File: src/rtl/fifo_stim_driver_pkg.sv
// Shared types and helpers for the FIFO stimulus driver.
//   mode_e    : traffic pattern selected at start (FILL, DRAIN, RANDOM, STRESS)
//   state_e   : run-control FSM states (IDLE, RUN, DONE)
//   LFSR_TAPS : feedback taps 16,14,13,11 of the 16-bit Fibonacci LFSR,
//               expressed as bit positions 0,2,3,5 of a right-shifting register
//   lfsr_step : one LFSR advance (parity of the tapped bits shifted in at the top)
package fifo_stim_driver_pkg;

    typedef enum logic [1:0] {
        MODE_FILL   = 2'd0,
        MODE_DRAIN  = 2'd1,
        MODE_RANDOM = 2'd2,
        MODE_STRESS = 2'd3
    } mode_e;

    typedef enum logic [1:0] {
        ST_IDLE = 2'd0,
        ST_RUN  = 2'd1,
        ST_DONE = 2'd2
    } state_e;

    localparam logic [15:0] LFSR_TAPS = 16'h002D;

    function automatic logic [15:0] lfsr_step(input logic [15:0] cur);
        logic fb_s;
        fb_s = ^(cur & LFSR_TAPS);
        return {fb_s, cur[15:1]};
    endfunction

endpackage

File: src/rtl/fifo_stim_driver_lfsr.sv
// stim_lfsr: 16-bit Fibonacci LFSR used as the random source of the driver.
// Ports:
//   clk     : clock, rising edge
//   rst     : synchronous active-high reset, loads SEED
//   load    : reload SEED (has priority over adv)
//   adv     : advance one step
//   want_wr : bit 0 of the current LFSR state
//   want_rd : bit 1 of the current LFSR state
module stim_lfsr
    import fifo_stim_driver_pkg::*;
#(
    parameter logic [15:0] SEED = 16'hACE1
) (
    input  logic clk,
    input  logic rst,
    input  logic load,
    input  logic adv,
    output logic want_wr,
    output logic want_rd
);

    logic [15:0] lfsr_r;
    logic [15:0] lfsr_nxt_s;

    // Select reload, advance or hold for the LFSR state.
    always_comb begin
        lfsr_nxt_s = lfsr_r;
        if (load) begin
            lfsr_nxt_s = SEED;
        end else if (adv) begin
            lfsr_nxt_s = lfsr_step(lfsr_r);
        end else begin
            lfsr_nxt_s = lfsr_r;
        end
    end

    // LFSR state register.
    always_ff @(posedge clk) begin
        if (rst) begin
            lfsr_r <= SEED;
        end else begin
            lfsr_r <= lfsr_nxt_s;
        end
    end

    assign want_wr = lfsr_r[0];
    assign want_rd = lfsr_r[1];

endmodule

File: src/rtl/fifo_stim_driver.sv
// fifo_stim_driver: traffic generator for the write/read side of a synchronous
// FIFO. A shadow occupancy count keeps the traffic legal and is compared every
// RUN cycle against the FIFO status flags; any disagreement sets a sticky error.
// Ports:
//   clk, rst                : clock and synchronous active-high reset
//   start, mode, num_ops    : run request, traffic mode and run length (latched)
//   full .. underflow,wr_ack: FIFO status inputs
//   wr_en, rd_en, data_in   : registered FIFO requests and write data
//   busy, done              : high in RUN / DONE
//   err_flag                : sticky model/flag mismatch, cleared only by rst
//   wr_count, rd_count      : writes / reads issued in the current run
module fifo_stim_driver
    import fifo_stim_driver_pkg::*;
#(
    parameter int          DATA_WIDTH = 16,
    parameter int          FIFO_DEPTH = 8,
    parameter int          OPS_WIDTH  = 16,
    parameter logic [15:0] SEED       = 16'hACE1
) (
    input  logic                  clk,
    input  logic                  rst,
    input  logic                  start,
    input  logic [1:0]            mode,
    input  logic [OPS_WIDTH-1:0]  num_ops,
    input  logic                  full,
    input  logic                  empty,
    input  logic                  almostfull,
    input  logic                  almostempty,
    input  logic                  overflow,
    input  logic                  underflow,
    input  logic                  wr_ack,
    output logic                  wr_en,
    output logic                  rd_en,
    output logic [DATA_WIDTH-1:0] data_in,
    output logic                  busy,
    output logic                  done,
    output logic                  err_flag,
    output logic [OPS_WIDTH-1:0]  wr_count,
    output logic [OPS_WIDTH-1:0]  rd_count
);

    localparam int                   OCC_W    = $clog2(FIFO_DEPTH + 1);
    localparam logic [OCC_W-1:0]     DEPTH_C  = OCC_W'(FIFO_DEPTH);
    localparam logic [OCC_W-1:0]     OCC_ZERO = OCC_W'(0);
    localparam logic [OCC_W-1:0]     OCC_ONE  = OCC_W'(1);
    localparam logic [OPS_WIDTH-1:0] OPS_ZERO = OPS_WIDTH'(0);
    localparam logic [OPS_WIDTH-1:0] OPS_ONE  = OPS_WIDTH'(1);

    state_e                state_r,    state_nxt_s;
    mode_e                 mode_r,     mode_nxt_s;
    logic [OPS_WIDTH-1:0]  num_ops_r,  num_ops_nxt_s;
    logic [OPS_WIDTH-1:0]  op_cnt_r,   op_cnt_nxt_s;
    logic [OCC_W-1:0]      occ_r,      occ_nxt_s;
    logic                  wr_en_r,    wr_en_nxt_s;
    logic                  rd_en_r,    rd_en_nxt_s;
    logic [DATA_WIDTH-1:0] data_in_r,  data_in_nxt_s;
    logic [OPS_WIDTH-1:0]  wr_count_r, wr_count_nxt_s;
    logic [OPS_WIDTH-1:0]  rd_count_r, rd_count_nxt_s;
    logic                  busy_r,     busy_nxt_s;
    logic                  done_r,     done_nxt_s;
    logic                  err_r,      err_nxt_s;
    logic                  wr_chk_r,   wr_chk_nxt_s;

    logic [OCC_W-1:0]      occ_upd_s;
    logic [OPS_WIDTH-1:0]  last_op_s;
    logic                  chk_en_s;
    logic                  flag_err_s;
    logic                  lfsr_load_s;
    logic                  lfsr_adv_s;
    logic                  want_wr_s;
    logic                  want_rd_s;

    stim_lfsr #(
        .SEED (SEED)
    ) u_lfsr (
        .clk     (clk),
        .rst     (rst),
        .load    (lfsr_load_s),
        .adv     (lfsr_adv_s),
        .want_wr (want_wr_s),
        .want_rd (want_rd_s)
    );

    assign last_op_s = num_ops_r - OPS_ONE;

    // Occupancy after the requests currently on the bus take effect.
    always_comb begin
        occ_upd_s = occ_r;
        if (wr_en_r && !rd_en_r) begin
            occ_upd_s = occ_r + OCC_ONE;
        end else if (!wr_en_r && rd_en_r) begin
            occ_upd_s = occ_r - OCC_ONE;
        end else begin
            occ_upd_s = occ_r;
        end
    end

    // Compare the FIFO flags against the shadow occupancy; FIFO and model both
    // reflect the same completed edge, so occ_r is the right reference.
    always_comb begin
        chk_en_s   = (state_r == ST_RUN) && (mode_r != MODE_STRESS);
        flag_err_s = (full        != (occ_r == DEPTH_C))
                  || (empty       != (occ_r == OCC_ZERO))
                  || (almostfull  != (occ_r == (DEPTH_C - OCC_ONE)))
                  || (almostempty != (occ_r == OCC_ONE))
                  || overflow
                  || underflow;
        wr_chk_nxt_s = chk_en_s && wr_en_r;
        if (chk_en_s && flag_err_s) begin
            err_nxt_s = 1'b1;
        end else if (wr_chk_r && !wr_ack) begin
            err_nxt_s = 1'b1;
        end else begin
            err_nxt_s = err_r;
        end
    end

    // Run-control FSM, request generation and per-run bookkeeping.
    always_comb begin
        state_nxt_s    = state_r;
        mode_nxt_s     = mode_r;
        num_ops_nxt_s  = num_ops_r;
        op_cnt_nxt_s   = op_cnt_r;
        occ_nxt_s      = occ_r;
        wr_en_nxt_s    = 1'b0;
        rd_en_nxt_s    = 1'b0;
        data_in_nxt_s  = data_in_r;
        wr_count_nxt_s = wr_count_r;
        rd_count_nxt_s = rd_count_r;
        lfsr_load_s    = 1'b0;
        lfsr_adv_s     = 1'b0;
        case (state_r)
            ST_IDLE: begin
                if (start) begin
                    if (num_ops != OPS_ZERO) begin
                        state_nxt_s    = ST_RUN;
                        mode_nxt_s     = mode_e'(mode);
                        num_ops_nxt_s  = num_ops;
                        op_cnt_nxt_s   = OPS_ZERO;
                        wr_count_nxt_s = OPS_ZERO;
                        rd_count_nxt_s = OPS_ZERO;
                        lfsr_load_s    = 1'b1;
                    end else begin
                        state_nxt_s = ST_DONE;
                    end
                end else begin
                    state_nxt_s = ST_IDLE;
                end
            end
            ST_RUN: begin
                lfsr_adv_s = 1'b1;
                // STRESS traffic is unconstrained, so the model is parked at 0.
                if (mode_r == MODE_STRESS) begin
                    occ_nxt_s = OCC_ZERO;
                end else begin
                    occ_nxt_s = occ_upd_s;
                end
                if (op_cnt_r == last_op_s) begin
                    state_nxt_s = ST_DONE;
                end else begin
                    op_cnt_nxt_s = op_cnt_r + OPS_ONE;
                    case (mode_r)
                        MODE_FILL: begin
                            wr_en_nxt_s = (occ_upd_s < DEPTH_C);
                        end
                        MODE_DRAIN: begin
                            rd_en_nxt_s = (occ_upd_s != OCC_ZERO);
                        end
                        MODE_RANDOM: begin
                            wr_en_nxt_s = want_wr_s && (occ_upd_s < DEPTH_C);
                            rd_en_nxt_s = want_rd_s && (occ_upd_s != OCC_ZERO);
                        end
                        MODE_STRESS: begin
                            wr_en_nxt_s = want_wr_s;
                            rd_en_nxt_s = want_rd_s;
                        end
                        default: begin
                            wr_en_nxt_s = 1'b0;
                            rd_en_nxt_s = 1'b0;
                        end
                    endcase
                end
                // Write data is the index of the write within the run.
                if (wr_en_nxt_s) begin
                    data_in_nxt_s  = DATA_WIDTH'(wr_count_r);
                    wr_count_nxt_s = wr_count_r + OPS_ONE;
                end else begin
                    data_in_nxt_s  = data_in_r;
                    wr_count_nxt_s = wr_count_r;
                end
                if (rd_en_nxt_s) begin
                    rd_count_nxt_s = rd_count_r + OPS_ONE;
                end else begin
                    rd_count_nxt_s = rd_count_r;
                end
            end
            ST_DONE: begin
                if (start) begin
                    state_nxt_s = ST_DONE;
                end else begin
                    state_nxt_s = ST_IDLE;
                end
            end
            default: begin
                state_nxt_s = ST_IDLE;
            end
        endcase
        busy_nxt_s = (state_nxt_s == ST_RUN);
        done_nxt_s = (state_nxt_s == ST_DONE);
    end

    // State and output registers.
    always_ff @(posedge clk) begin
        if (rst) begin
            state_r    <= ST_IDLE;
            mode_r     <= MODE_FILL;
            num_ops_r  <= OPS_ZERO;
            op_cnt_r   <= OPS_ZERO;
            occ_r      <= OCC_ZERO;
            wr_en_r    <= 1'b0;
            rd_en_r    <= 1'b0;
            data_in_r  <= DATA_WIDTH'(0);
            wr_count_r <= OPS_ZERO;
            rd_count_r <= OPS_ZERO;
            busy_r     <= 1'b0;
            done_r     <= 1'b0;
            err_r      <= 1'b0;
            wr_chk_r   <= 1'b0;
        end else begin
            state_r    <= state_nxt_s;
            mode_r     <= mode_nxt_s;
            num_ops_r  <= num_ops_nxt_s;
            op_cnt_r   <= op_cnt_nxt_s;
            occ_r      <= occ_nxt_s;
            wr_en_r    <= wr_en_nxt_s;
            rd_en_r    <= rd_en_nxt_s;
            data_in_r  <= data_in_nxt_s;
            wr_count_r <= wr_count_nxt_s;
            rd_count_r <= rd_count_nxt_s;
            busy_r     <= busy_nxt_s;
            done_r     <= done_nxt_s;
            err_r      <= err_nxt_s;
            wr_chk_r   <= wr_chk_nxt_s;
        end
    end

    assign wr_en    = wr_en_r;
    assign rd_en    = rd_en_r;
    assign data_in  = data_in_r;
    assign busy     = busy_r;
    assign done     = done_r;
    assign err_flag = err_r;
    assign wr_count = wr_count_r;
    assign rd_count = rd_count_r;

endmodule

File: config.mk
export PLATFORM = sky130hd
export DESIGN_NAME = fifo_stim_driver
export DESIGN_NICKNAME = d
export VERILOG_FILES = /design/src/rtl/fifo_stim_driver_pkg.sv /design/src/rtl/fifo_stim_driver_lfsr.sv /design/src/rtl/fifo_stim_driver.sv
export SDC_FILE = /design/constraint.sdc
export NUM_CORES = 1
export LEC_CHECK = 0
export CORE_UTILIZATION = 55
export DETAILED_ROUTE_END_ITERATION = 10
export GPL_TIMING_DRIVEN = 1
export PLACE_DENSITY = 0.9
export SYNTH_ARGS = -nofsm -noshare
export SYNTH_HDL_FRONTEND = slang
export SYNTH_SLANG_ARGS = --single-unit
export TNS_END_PERCENT = 1
File: constraint.sdc
create_clock -name clk -period 7.35 [get_ports clk]
set_clock_uncertainty 0.05 [all_clocks]
set_input_delay 0.735 -clock clk [delete_from_list [all_inputs] [get_ports clk]]
set_output_delay 0.735 -clock clk [all_outputs]
set_load 0.02 [all_outputs]
; ---- Yosys cells after proc, flatten, opt, wreduce, memory -nomap -nowiden
; Index checks and enable logic that the tools add are counted.
[op_classes]
mux = 28
eq_ne = 21
reduce_logical = 31
n_lt_le_gt_ge = 1
bitwise_logic = 1
add_sub_neg = 6
[ops]
columns = cell, count
row1 = case mux 16 bit (2 select lines), 3
row2 = two-way mux 16 bit, 5
row3 = adder 16 x 1 -> 16 bit (second input constant), 3
row4 = == test 16 bit, 1
row5 = nonzero test 16 bit, 1
row6 = parity 16 bit, 1
row7 = subtractor 16 x 1 -> 16 bit (second input constant), 1
row8 = two-way mux 4 bit, 3
row9 = AND reduction 4 bit, 3
row10 = two-way mux 1 bit, 10
row11 = == test 2 bit (second input constant), 4
row12 = logical AND 1 bit, 8
row13 = two-way mux 2 bit, 4
row14 = != test 2 bit (second input constant), 4
row15 = == test 2 x 1 -> 1 bit (second input constant), 3
row16 = case mux 1 bit (3 select lines), 2
row17 = case mux 2 bit (3 select lines), 1
row18 = logical OR 1 bit, 5
row19 = adder 4 x 1 -> 4 bit (second input constant), 1
row20 = == test 4 x 1 -> 1 bit (second input constant), 1
row21 = == test 4 x 3 -> 1 bit (second input constant), 1
row22 = == test 4 bit (second input constant), 1
row23 = logical NOT 2 bit, 2
row24 = logical NOT 4 bit, 1
row25 = 11 further kinds, 19
[word_totals]
reg_bits = 110
word_cells = 103
in_bits = 28

; ---- Longest topological paths before layout
; Gate-level depths: netlist of run 1.
[depth]
depth_word = 11
depth_mapped = 13
ltp_nobuf = 10

; ---- By module
; Synthesis of run 1 repeated with hierarchy kept, for this count alone.
[hier_totals]
cells_unflattened = 677
area_unflattened_um2 = 5706.7
[by_module_without_submodules]
columns = mod, area_per_inst_um2, n_inst, cells_per_inst
row1 = fifo_stim_driver, 5076.1, 1, 621
row2 = stim_lfsr, 630.6, 1, 56

; ---- Least setup slack after synthesis of run 1
; No wires, ideal clock.
[synth_path]
path_type = register -> register
start = register num_ops_r[0]
end = register op_cnt_r[4]
stages_incl_launch_ff = 14
arrival_time_ns = 2.860
setup_slack_ns = 4.372
n_path_buf = 3
cell_sequence = dfxtp_1 inv_1 ha_1 or3b_2 or4_1 nand3_1 o22ai_1 or4_1 buf_6 a21oi_4 buf_6 buf_12 o21ai_2 a21oi_2
[synth_between]
elab_chain_cells = 4
[synth_rtl]
columns = item, line_no
row1 = "start, declared", fifo_stim_driver.sv:51  ; logic [OPS_WIDTH-1:0] num_ops_r, num_ops_nxt_s;
row2 = "start signal, assigned", fifo_stim_driver.sv:232  ; num_ops_r <= num_ops_nxt_s;
row3 = subtractor 16 x 1 -> 16 bit, fifo_stim_driver.sv:84  ; assign last_op_s = num_ops_r - OPS_ONE;
row4 = == test 16 bit, fifo_stim_driver.sv:158  ; if (op_cnt_r == last_op_s) begin
row5 = != test 2 bit (no line), -
row6 = AND reduction 4 bit (no line), -
row7 = "end signal, assigned", fifo_stim_driver.sv:233  ; op_cnt_r <= op_cnt_nxt_s;
row8 = "end, declared", fifo_stim_driver.sv:52  ; logic [OPS_WIDTH-1:0] op_cnt_r, op_cnt_nxt_s;
; Every way passes these cells.
; A chain may end at the register's enable or synchronous reset.

; ---- Worst setup path after layout of run 1
[layout_path]
start = register num_ops_r[0]
end = register wr_count_r[10] (netlist: wr_count[10])
[layout_between]
elab_chain_cells = 6
[layout_rtl]
columns = item, line_no
row1 = subtractor 16 x 1 -> 16 bit, fifo_stim_driver.sv:84
row2 = == test 16 bit, fifo_stim_driver.sv:158
row3 = two-way mux 1 bit, fifo_stim_driver.sv:158
row4 = two-way mux 1 bit, fifo_stim_driver.sv:132  ; case (state_r)
row5 = != test 2 x 1 -> 1 bit (no line), -
row6 = AND reduction 4 bit (no line), -
row7 = "end signal, assigned", fifo_stim_driver.sv:238  ; wr_count_r <= wr_count_nxt_s;
row8 = "end, declared", fifo_stim_driver.sv:57  ; logic [OPS_WIDTH-1:0] wr_count_r, wr_count_nxt_s;
; Every way passes these cells. The select of a mux whose other input is x is not followed.

==> impl_metrics.csv, run 1 <==
group,metric,value,unit
status,status,"finished clean",
timing,min_period,4150,ps
placed_design,portBuffers,80,
cts,path_clk_slew,100,ps
drt,viasPerCell,5.97,
synth,ys_types,61,
placed_design,finalWeightedCongestion,0.931,
placed_design,dp.cells,851,
min_path,min_from,"u_lfsr.lfsr_r[10]$_SDFFE_PP1P_",
layout,nNetsFinal,764,
global_route,grt.total_usage,27.6,%
synth,synth_area_leaders,"dfxtp_1, nand2_1, a21oi_1",
critical_path,r2r_start,"num_ops_r[0]$_SDFFE_PP0P_",
timing,setup_violations,0,
power,p_comb_share,17.2,%
floorplan,dieArea,10300,um2
synth,synthCells,669,
cts,clock_sinks,110,
synth,synthFlopType,"dfxtp_1",
layout,final_cell_area,6470,um2
critical_path,r2r_cells,10,
placed_design,place_ws,3330,ps
cts,cts_resized,0,
critical_path,critical_path.startpoint_type,"flip-flop",
drt,wire_per_inst,16.2,um
global_route,grt_max_degree,55,
min_path,hold_depth,2,
cts,cts-htree-levels,3,
drt,ant_nets,0,
synth,synth.net_count,704,
synth,synth_area,5460,um2
layout,finalNonFillerCells,866,
layout,drive_gt1_share,6.41,%
power,peakVddDrop,0.000123,V
synth,yosysTopAreaCell,"dfxtp_1",
power,powerDensity,186,nW/um2
min_path,hold_end,"u_lfsr.lfsr_r[9]$_SDFFE_PP0P_",
synth,avgSynthCellArea,8.17,um2
placed_design,post_dp_cell_area,6280,um2
floorplan,die_w,102,um
cts,insertion_delay,380,ps
critical_path,worstSetupPathType,"flip-flop to flip-flop",
global_route,antenna_found_initial,0,
drt,vias,5167,
synth,synth_seq_area_share,40.3,%
layout,layout_common_cells,"dfxtp_1, nand2_1, clkdlybuf4s50_1",
critical_path,arrival,4420,ps
power,leakage,0.00231,uW
synth,synth-seq-cells,110,
critical_path,r2r_end,"wr_count[10]$_SDFFE_PP0P_",
drt,drtIter0Drc,354,
global_route,grt_pass1_vias,4837,
global_route,grt_pass1_wl,22.5,mm
drt,wl,14.0,mm
min_path,hp-class,"flip-flop to flip-flop",
timing,fin_tns_setup,0,ps
critical_path,critPathCaptureType,"flip-flop",
power,swShare,28.8,%
floorplan,start_util,56.4,%
global_route,overflow,0,
floorplan,core,9680,um2
cts,hold_buffers,0,
timing,worst_slack,3200,ps
timing,relSlewSlack,25.1,%
cts,cts-buffers-inserted,9,
power,intPower,859,uW
layout,num_antenna_cells,0,
timing,max_freq,241,MHz
synth,synth.top_cell.area_share,40.3,%
run,cap_violations,0,
timing,hold_viol,0,
power,p_clk_share,30.0,%
layout,syn_to_final_growth,18.4,%
synth,ys_warn_count,0,
timing,fin_crit_sh,56.5,%
critical_path,cp.required,7610,ps
synth,synth_edf_count,0,
cts,cts_buffer_depth,2,
power,power,1210,uW
layout,layout_commonest_cell,"dfxtp_1",
power,power_switching,347,uW
cts,cts_root_buf,"clkbuf_8",
critical_path,worstPathMaxFanout,25,
critical_path,r2r_slack,3200,ps
drt,first_pass_iters,5,
timing,grt_setup_unrepaired,"no",
timing,drv_slew,0,
cts,cts_tree,"built",
drt,route.detailed.drc,0,
placed_design,hpwl,9.76,mm
floorplan,row_count,36,
timing,worst_pin_slew,1090,ps
power,power.share.sequential,52.8,%
cts,postCtsSetupBuffers,0,
floorplan,die_h,102,um
floorplan,io_pins,81,
synth,async_reset_ff_share,0,%
==> metal layers <==
| metal | vias up | share of wire (%) | global-route usage [%] |
|---|---|---|---|
| li1 | 2497 | - | - |
| met1 | 2437 | 43 | 34.9 |
| met2 | 200 | 47 | 44.0 |
| met3 | 33 | 6.7 | 7.11 |
| met4 | 0 | 2.8 | 12.5 |
| met5 | - | 0 | 0 |
==> worst max-delay path by stage <==
stage	end	start	depth (start not counted)	slack, ps
CTS	wr_count[10]$_SDFFE_PP0P_	num_ops_r[0]$_SDFFE_PP0P_	10	3300
global route	wr_count[10]$_SDFFE_PP0P_	num_ops_r[0]$_SDFFE_PP0P_	10	2870
detailed placement	wr_count[10]$_SDFFE_PP0P_	num_ops_r[0]$_SDFFE_PP0P_	10	3330
floorplan	op_cnt_r[4]$_SDFFE_PP0P_	num_ops_r[0]$_SDFFE_PP0P_	13	4370
global placement	wr_count[10]$_SDFFE_PP0P_	num_ops_r[0]$_SDFFE_PP0P_	10	3520
finish	wr_count[10]$_SDFFE_PP0P_	num_ops_r[0]$_SDFFE_PP0P_	10	3200
==> flip-flops by register name, summed over array words and instances (netlist names) <==
| name | cells |
|---|---|
| data_in | 16 |
| u_lfsr.lfsr_r | 16 |
| state_r | 2 |
| mode_r | 2 |
| done | 1 |
| wr_chk_r | 1 |
| occ_r | 4 |
| op_cnt_r | 16 |
| rd_en | 1 |
| rd_count | 16 |
| busy | 1 |
| wr_en | 1 |
| wr_count | 16 |
| num_ops_r | 16 |
| err_flag | 1 |
==> critical path, stage by stage (launching register included) <==
cell and delay [ps]:
dfxtp_1 380, inv_1 90, ha_1 220, nor3b_1 640, nand3_1 190, and3_1 220
o22ai_1 240, or4_1 510, nand3_2 680, or4_1 710, a21oi_1 150
==> cell usage after synthesis, types with 5 or more instances <==
cell / n
dfxtp_1: 110
nand2_1: 97
nor2_1: 60
a21oi_1: 59
nand3_1: 32
clkbuf_1: 26
xnor2_1: 23
inv_1: 19
o21ai_0: 19
mux2i_1: 18
nand4_1: 17
or3_1: 17
nor4_1: 14
nor3_1: 13
xor2_1: 13
and3_1: 12
or4_1: 9
nand2b_1: 8
ha_1: 7
o31ai_1: 7
buf_6: 6
a21oi_2: 5
o21ai_2: 5
==> logic make-up after synthesis <==
group | share of synthesized area [%]
buffers and inverters | 5.08
AO/OA/AOI/OAI | 16.4
flip-flops | 40.3
AND/OR/NAND/NOR | 27.1
adder cells (fa/ha/maj) | 1.60
multiplexers | 3.71
XOR/XNOR | 5.77
==> layout make-up <==
class | instances | area (um2)
clock buffer | 11 | 131
timing repair buffer | 87 | 848
clock inverter | 4 | 56.3
sequential | 110 | 2200
tap | 133 | 166
multi-input combinational | 502 | 2990
fill | 786 | 3210
inverter | 19 | 71.3
==> power groups by stage <==
stage	Combinational, uW	Clock (uW)	Sequential [uW]
5_1_grt	227	390	640
6_report	207	361	637
3_3_place_gp	196	0	648
3_5_place_dp	203	0	650
2_1_floorplan	153	0	645
4_1_cts	205	366	636
==> per-stage QoR <==
step,hold WS (ps),utilization (%)
2_1_floorplan,382,-
3_3_place_gp,388,64.9
3_5_place_dp,396,64.9
4_1_cts,411,66.8
5_1_grt,436,66.8
6_report,412,66.8
Power figures use the tool's default switching activity.
==> inputs of run 2 (changes only) <==
- CORE_UTILIZATION: 55 -> 49
- PLACE_DENSITY: 0.9 -> 0.85
- clock period: 7.35 -> 3.3 ns (I/O delays scaled with it)
==> run 2 against run 1 <==
Non-clock buffer count is 21 higher. Die area grew 12%. Maximum frequency grew 31%. Largest cell class unchanged.
==> impl_metrics.csv, run 2 (synthesis gave the netlist of run 1 again) <==
group,metric,value,unit
status,status,"finished clean",
layout,syn_to_final_growth,22.7,%
drt,route.detailed.drc,0,
global_route,grt_pass1_vias,5001,
critical_path,worstPathMaxFanout,9,
drt,routed-wl-met2,7.15,mm
drt,wire_per_inst,16.3,um
cts,cts_buffer_depth,2,
timing,drv_slew,0,
cts,cts_root_buf,"clkbuf_8",
drt,highest_layer,"met4",
drt,ant_nets,0,
power,leakage,0.00243,uW
cts,cts_tree,"built",
timing,min_period,3180,ps
drt,wl_met1,6.25,mm
drt,drtIter0Drc,302,
cts,insertion_delay,380,ps
drt,vias,5313,
floorplan,start_util,50.4,%
cts,clock_sinks,110,
critical_path,cp.required,3510,ps
min_path,hp-class,"primary input to flip-flop",
timing,fin_crit_sh,96.3,%
layout,nNetsFinal,786,
placed_design,portBuffers,80,
layout,layout_commonest_cell,"dfxtp_1",
timing,fin_tns_setup,0,ps
floorplan,die_w,108,um
timing,worst_pin_slew,841,ps
critical_path,worstSetupPathType,"flip-flop to flip-flop",
power,peakVddDrop,0.000344,V
critical_path,critPathCaptureType,"flip-flop",
power,power,2700,uW
layout,num_antenna_cells,0,
timing,max_freq,315,MHz
floorplan,die_h,108,um
global_route,grt.total_usage,25.4,%
global_route,antenna_found_initial,0,
placed_design,post_dp_cell_area,6480,um2
drt,wl,14.6,mm
layout,final_cell_area,6700,um2
floorplan,core,10800,um2
run,cap_violations,0,
layout,n_fill_cell,951,
drt,first_pass_iters,5,
floorplan,row_count,38,
global_route,grt_pass1_wl,23.6,mm
cts,cts-buffers-inserted,9,
timing,setup_violations,0,
placed_design,hpwl,10.4,mm
timing,hold_viol,0,
placed_design,finalWeightedCongestion,0.878,
global_route,overflow,0,
cts,cts-htree-levels,3,
drt,viasPerCell,5.93,
global_route,grt_max_degree,36,
timing,grt_setup_unrepaired,"no",
critical_path,critical_path.startpoint_type,"flip-flop",
floorplan,io_pins,81,
floorplan,dieArea,11600,um2
cts,path_clk_slew,110,ps
drt,dr_wl_met3,843,um
power,powerDensity,403,nW/um2
timing,relSlewSlack,43.5,%
layout,drive_gt1_share,10.1,%
critical_path,arrival,3390,ps
layout,layout_common_cells,"dfxtp_1, nand2_1, clkdlybuf4s50_1",
-- run 2: changes by cell type in the layout (fill, tap and decap cells not counted), sizes merged --
cell      previous run  this run
clkinv               1         2
buf                  8        29
a21oi               66        67
bufinv               1         0
clkinvlp             0         1
-- run 2: path summary, 6_finish.rpt --
check | from | end | slack [ps] | cells after the start
worst min register to register | u_lfsr.lfsr_r[8]$_SDFFE_PP0P_ | u_lfsr.lfsr_r[8]$_SDFFE_PP0P_ | 410 | 2
worst max-delay path | num_ops_r[6]$_SDFFE_PP0P_ | rd_count[4]$_SDFFE_PP0P_ | 120 | 9
worst max register to register | num_ops_r[6]$_SDFFE_PP0P_ | rd_count[4]$_SDFFE_PP0P_ | 120 | 9
worst min-delay path | rst | data_in[14]$_SDFFE_PP0P_ | 280 | 2
-- run 2: timing repair --
action / CTS / global route
setup endpoints to repair: 5 / 31
cloned: 0 / 1
pin swaps: 0 / 1
setup buffers: 0 / 1
hold buffers: 0 / 0
gates resized for setup: 1 / 5
-- run 2: per-layer routing --
metal | vias to the layer above | GRT usage (%)
li1 | 2543 | -
met1 | 2549 | 31.7
met2 | 187 | 43.5
met3 | 34 | 4.66
met4 | 0 | 9.39
met5 | - | 0
-- run 2: critical path: stages, from the launching register on --
cell	delay [ps]
dfxtp_1	400
nor4_1	570
a21o_1	190
nand4_1	90
or3_1	430
or4_4	620
buf_4	200
a21oi_2	280
or3_1	160
a21oi_1	70
-- run 2: final cells by class --
cell class	instances	area, um2	area share, %
Clock buffer	11	141	2.11
Timing Repair Buffer	108	1040	15.6
Multi-Input combinational cell	503	3030	45.2
Clock inverter	5	41.3	0.616
Tap cell	140	175	2.61
Sequential cell	110	2200	32.9
Inverter	19	71.3	1.06
-- run 2: per-stage QoR --
stage	std cells	setup slack [ps]	hold slack, ps	util, %
floorplan	669	322	382	-
global placement	878	93.4	388	59.8
detailed placement	878	6.43	397	59.8
CTS	894	80.1	272	61.5
global route	896	13.4	295	61.8
finish	896	121	281	61.8
-- run 2: report_power, final --
| part | switching (uW) | total (uW) | leakage (uW) | internal, uW |
|---|---|---|---|---|
| Sequential | 48.8 | 1410 | 0.000893 | 1370 |
| Clock | 473 | 777 | 0.0000918 | 304 |
| Combinational | 280 | 508 | 0.00144 | 228 |
==> inputs of run 3 (changes only) <==
- CORE_UTILIZATION: 49 -> 54
- PLACE_DENSITY: 0.85 -> 0.89
- clock period: 3.3 -> 3.6 ns (I/O delays scaled with it)
==> run 3 against run 2 <==
First-iteration DRC count rose by 20%. Combinational power fell by 7.3%. Sequential cell count unchanged. Clock power down 2%. Final area is 0.99% lower. Routed wire length grew 0.50%. Hold slack better by 130 ps. Cell count down 1.6%.
==> impl_metrics.csv, run 3 (synthesis gave the netlist of run 1 again) <==
group,metric,value,unit
critical_path,cp.required,3820,ps
placed_design,place_ws,228,ps
critical_path,critical_path.slowest_cell,"or4_1",
floorplan,start_util,55.9,%
drt,viasPerCell,6.06,
critical_path,critical_path.startpoint_type,"flip-flop",
layout,drive_gt1_share,8.68,%
floorplan,dieArea,10500,um2
timing,min_period,3420,ps
critical_path,critPathCaptureType,"flip-flop",
critical_path,r2r_slack,180,ps
drt,route.detailed.drc,0,
global_route,grt_pass1_vias,5153,
critical_path,crit_chain,"inv_1, ha_1, or3b_2, or4_1, nand3_1, o22ai_1, or4_1, buf_4, a21oi_4, buf_12, or3_1, a21oi_1",
floorplan,die_w,103,um
critical_path,r2r_start,"num_ops_r[0]$_SDFFE_PP0P_",
min_path,hp-class,"flip-flop to flip-flop",
layout,finalNonFillerCells,882,
placed_design,portBuffers,80,
timing,worst_slack,182,ps
status,status,"finished clean",
drt,vias,5349,
min_path,hold_end,"u_lfsr.lfsr_r[4]$_SDFFE_PP0P_",
layout,nNetsFinal,779,
min_path,min_from,"u_lfsr.lfsr_r[4]$_SDFFE_PP0P_",
critical_path,worstSetupPathType,"flip-flop to flip-flop",
global_route,grt.total_usage,29.1,%
min_path,hold_depth,2,
placed_design,post_dp_cell_area,6400,um2
cts,postCtsSetupBuffers,0,
timing,fin_crit_sh,94.9,%
cts,cts_root_buf,"clkbuf_8",
placed_design,hpwl,10.4,mm
global_route,grt_max_degree,55,
critical_path,slowest_delay,570,ps
cts,insertion_delay,390,ps
timing,fin_tns_setup,0,ps
critical_path,r2r_cells,12,
floorplan,row_count,36,
drt,wire_per_inst,16.6,um
critical_path,arrival,3640,ps
cts,hold_buffers,0,
timing,max_freq,293,MHz
cts,cts_tree,"built",
drt,first_pass_iters,8,
timing,drv_slew,0,
cts,cts_buffer_depth,2,
placed_design,dp.cells,864,
global_route,overflow,0,
cts,path_clk_slew,110,ps
drt,wl,14.7,mm
cts,cts-htree-levels,3,
cts,cts_resized,0,
global_route,antenna_found_initial,0,
run,cap_violations,0,
drt,drtIter0Drc,361,
timing,whs,412,ps
timing,relSlewSlack,33.8,%
timing,setup_violations,0,
timing,worst_pin_slew,993,ps
timing,hold_viol,0,
power,peakVddDrop,0.000302,V
power,leakage,0.00240,uW
floorplan,io_pins,81,
drt,ant_nets,0,
floorplan,die_h,103,um
global_route,grt_pass1_wl,24.2,mm
layout,layout_common_cells,"dfxtp_1, nand2_1, clkdlybuf4s50_1",
layout,final_cell_area,6640,um2
layout,num_antenna_cells,0,
critical_path,r2r_end,"rd_count[13]$_SDFFE_PP0P_",
placed_design,finalWeightedCongestion,0.981,
cts,clock_sinks,110,
layout,layout_commonest_cell,"dfxtp_1",
critical_path,worstPathMaxFanout,8,
timing,grt_setup_unrepaired,"no",
floorplan,core,9770,um2
power,powerDensity,382,nW/um2
critical_path,cp_common_cell,"or4_1",
layout,syn_to_final_growth,21.5,%
cts,cts-buffers-inserted,9,
==> run 3: layout make-up <==
type | instances | area (um2)
Inverter | 19 | 71.3
Clock buffer | 11 | 151
Timing Repair Buffer | 102 | 998
Sequential cell | 110 | 2200
Clock inverter | 5 | 52.6
Multi-Input combinational cell | 502 | 2990
Fill cell | 790 | 3140
Tap cell | 133 | 166
==> run 3: power breakdown <==
group / switching (uW) / internal [uW] / total [uW]
registers: 45.1 / 1250 / 1300
clock network: 460 / 304 / 764
logic: 264 / 206 / 471
==> run 3: metal layers <==
layer / part of all wire (%) / up-vias / global-route usage, %
li1: - / 2526 / -
met5: 0 / - / 0
met3: 6.8 / 48 / 6.51
met2: 49 / 229 / 50.8
met4: 2.9 / 0 / 11.5
met1: 41 / 2546 / 34.5
==> run 3: worst max-delay path by stage <==
stage	startpoint	to	slack [ps]	cells after the start
after floorplan	num_ops_r[0]$_SDFFE_PP0P_	op_cnt_r[4]$_SDFFE_PP0P_	620	13
after CTS	num_ops_r[0]$_SDFFE_PP0P_	rd_count[15]$_SDFFE_PP0P_	210	11
after detailed placement	num_ops_r[0]$_SDFFE_PP0P_	rd_count[15]$_SDFFE_PP0P_	230	11
after global routing	num_ops_r[0]$_SDFFE_PP0P_	rd_count[12]$_SDFFE_PP0P_	40	12
after global placement	num_ops_r[0]$_SDFFE_PP0P_	rd_count[15]$_SDFFE_PP0P_	360	11
final	num_ops_r[0]$_SDFFE_PP0P_	rd_count[13]$_SDFFE_PP0P_	180	12
==> run 3: metrics by stage <==
step	util (%)	power, uW
after global routing	67.9	2630
after floorplan	-	1630
after CTS	67.6	2520
after global placement	65.5	1750
final	67.9	2530
after detailed placement	65.5	1780
==> run 3: critical path: cells and delay by family, from the launching register on <==
| family | cells | cell delay (ps) |
|---|---|---|
| buf+inv | 3 | 470 |
| fa+ha+maj | 1 | 220 |
| simple gates | 5 | 1770 |
| compound gates | 3 | 430 |
| flops | 1 | 380 |
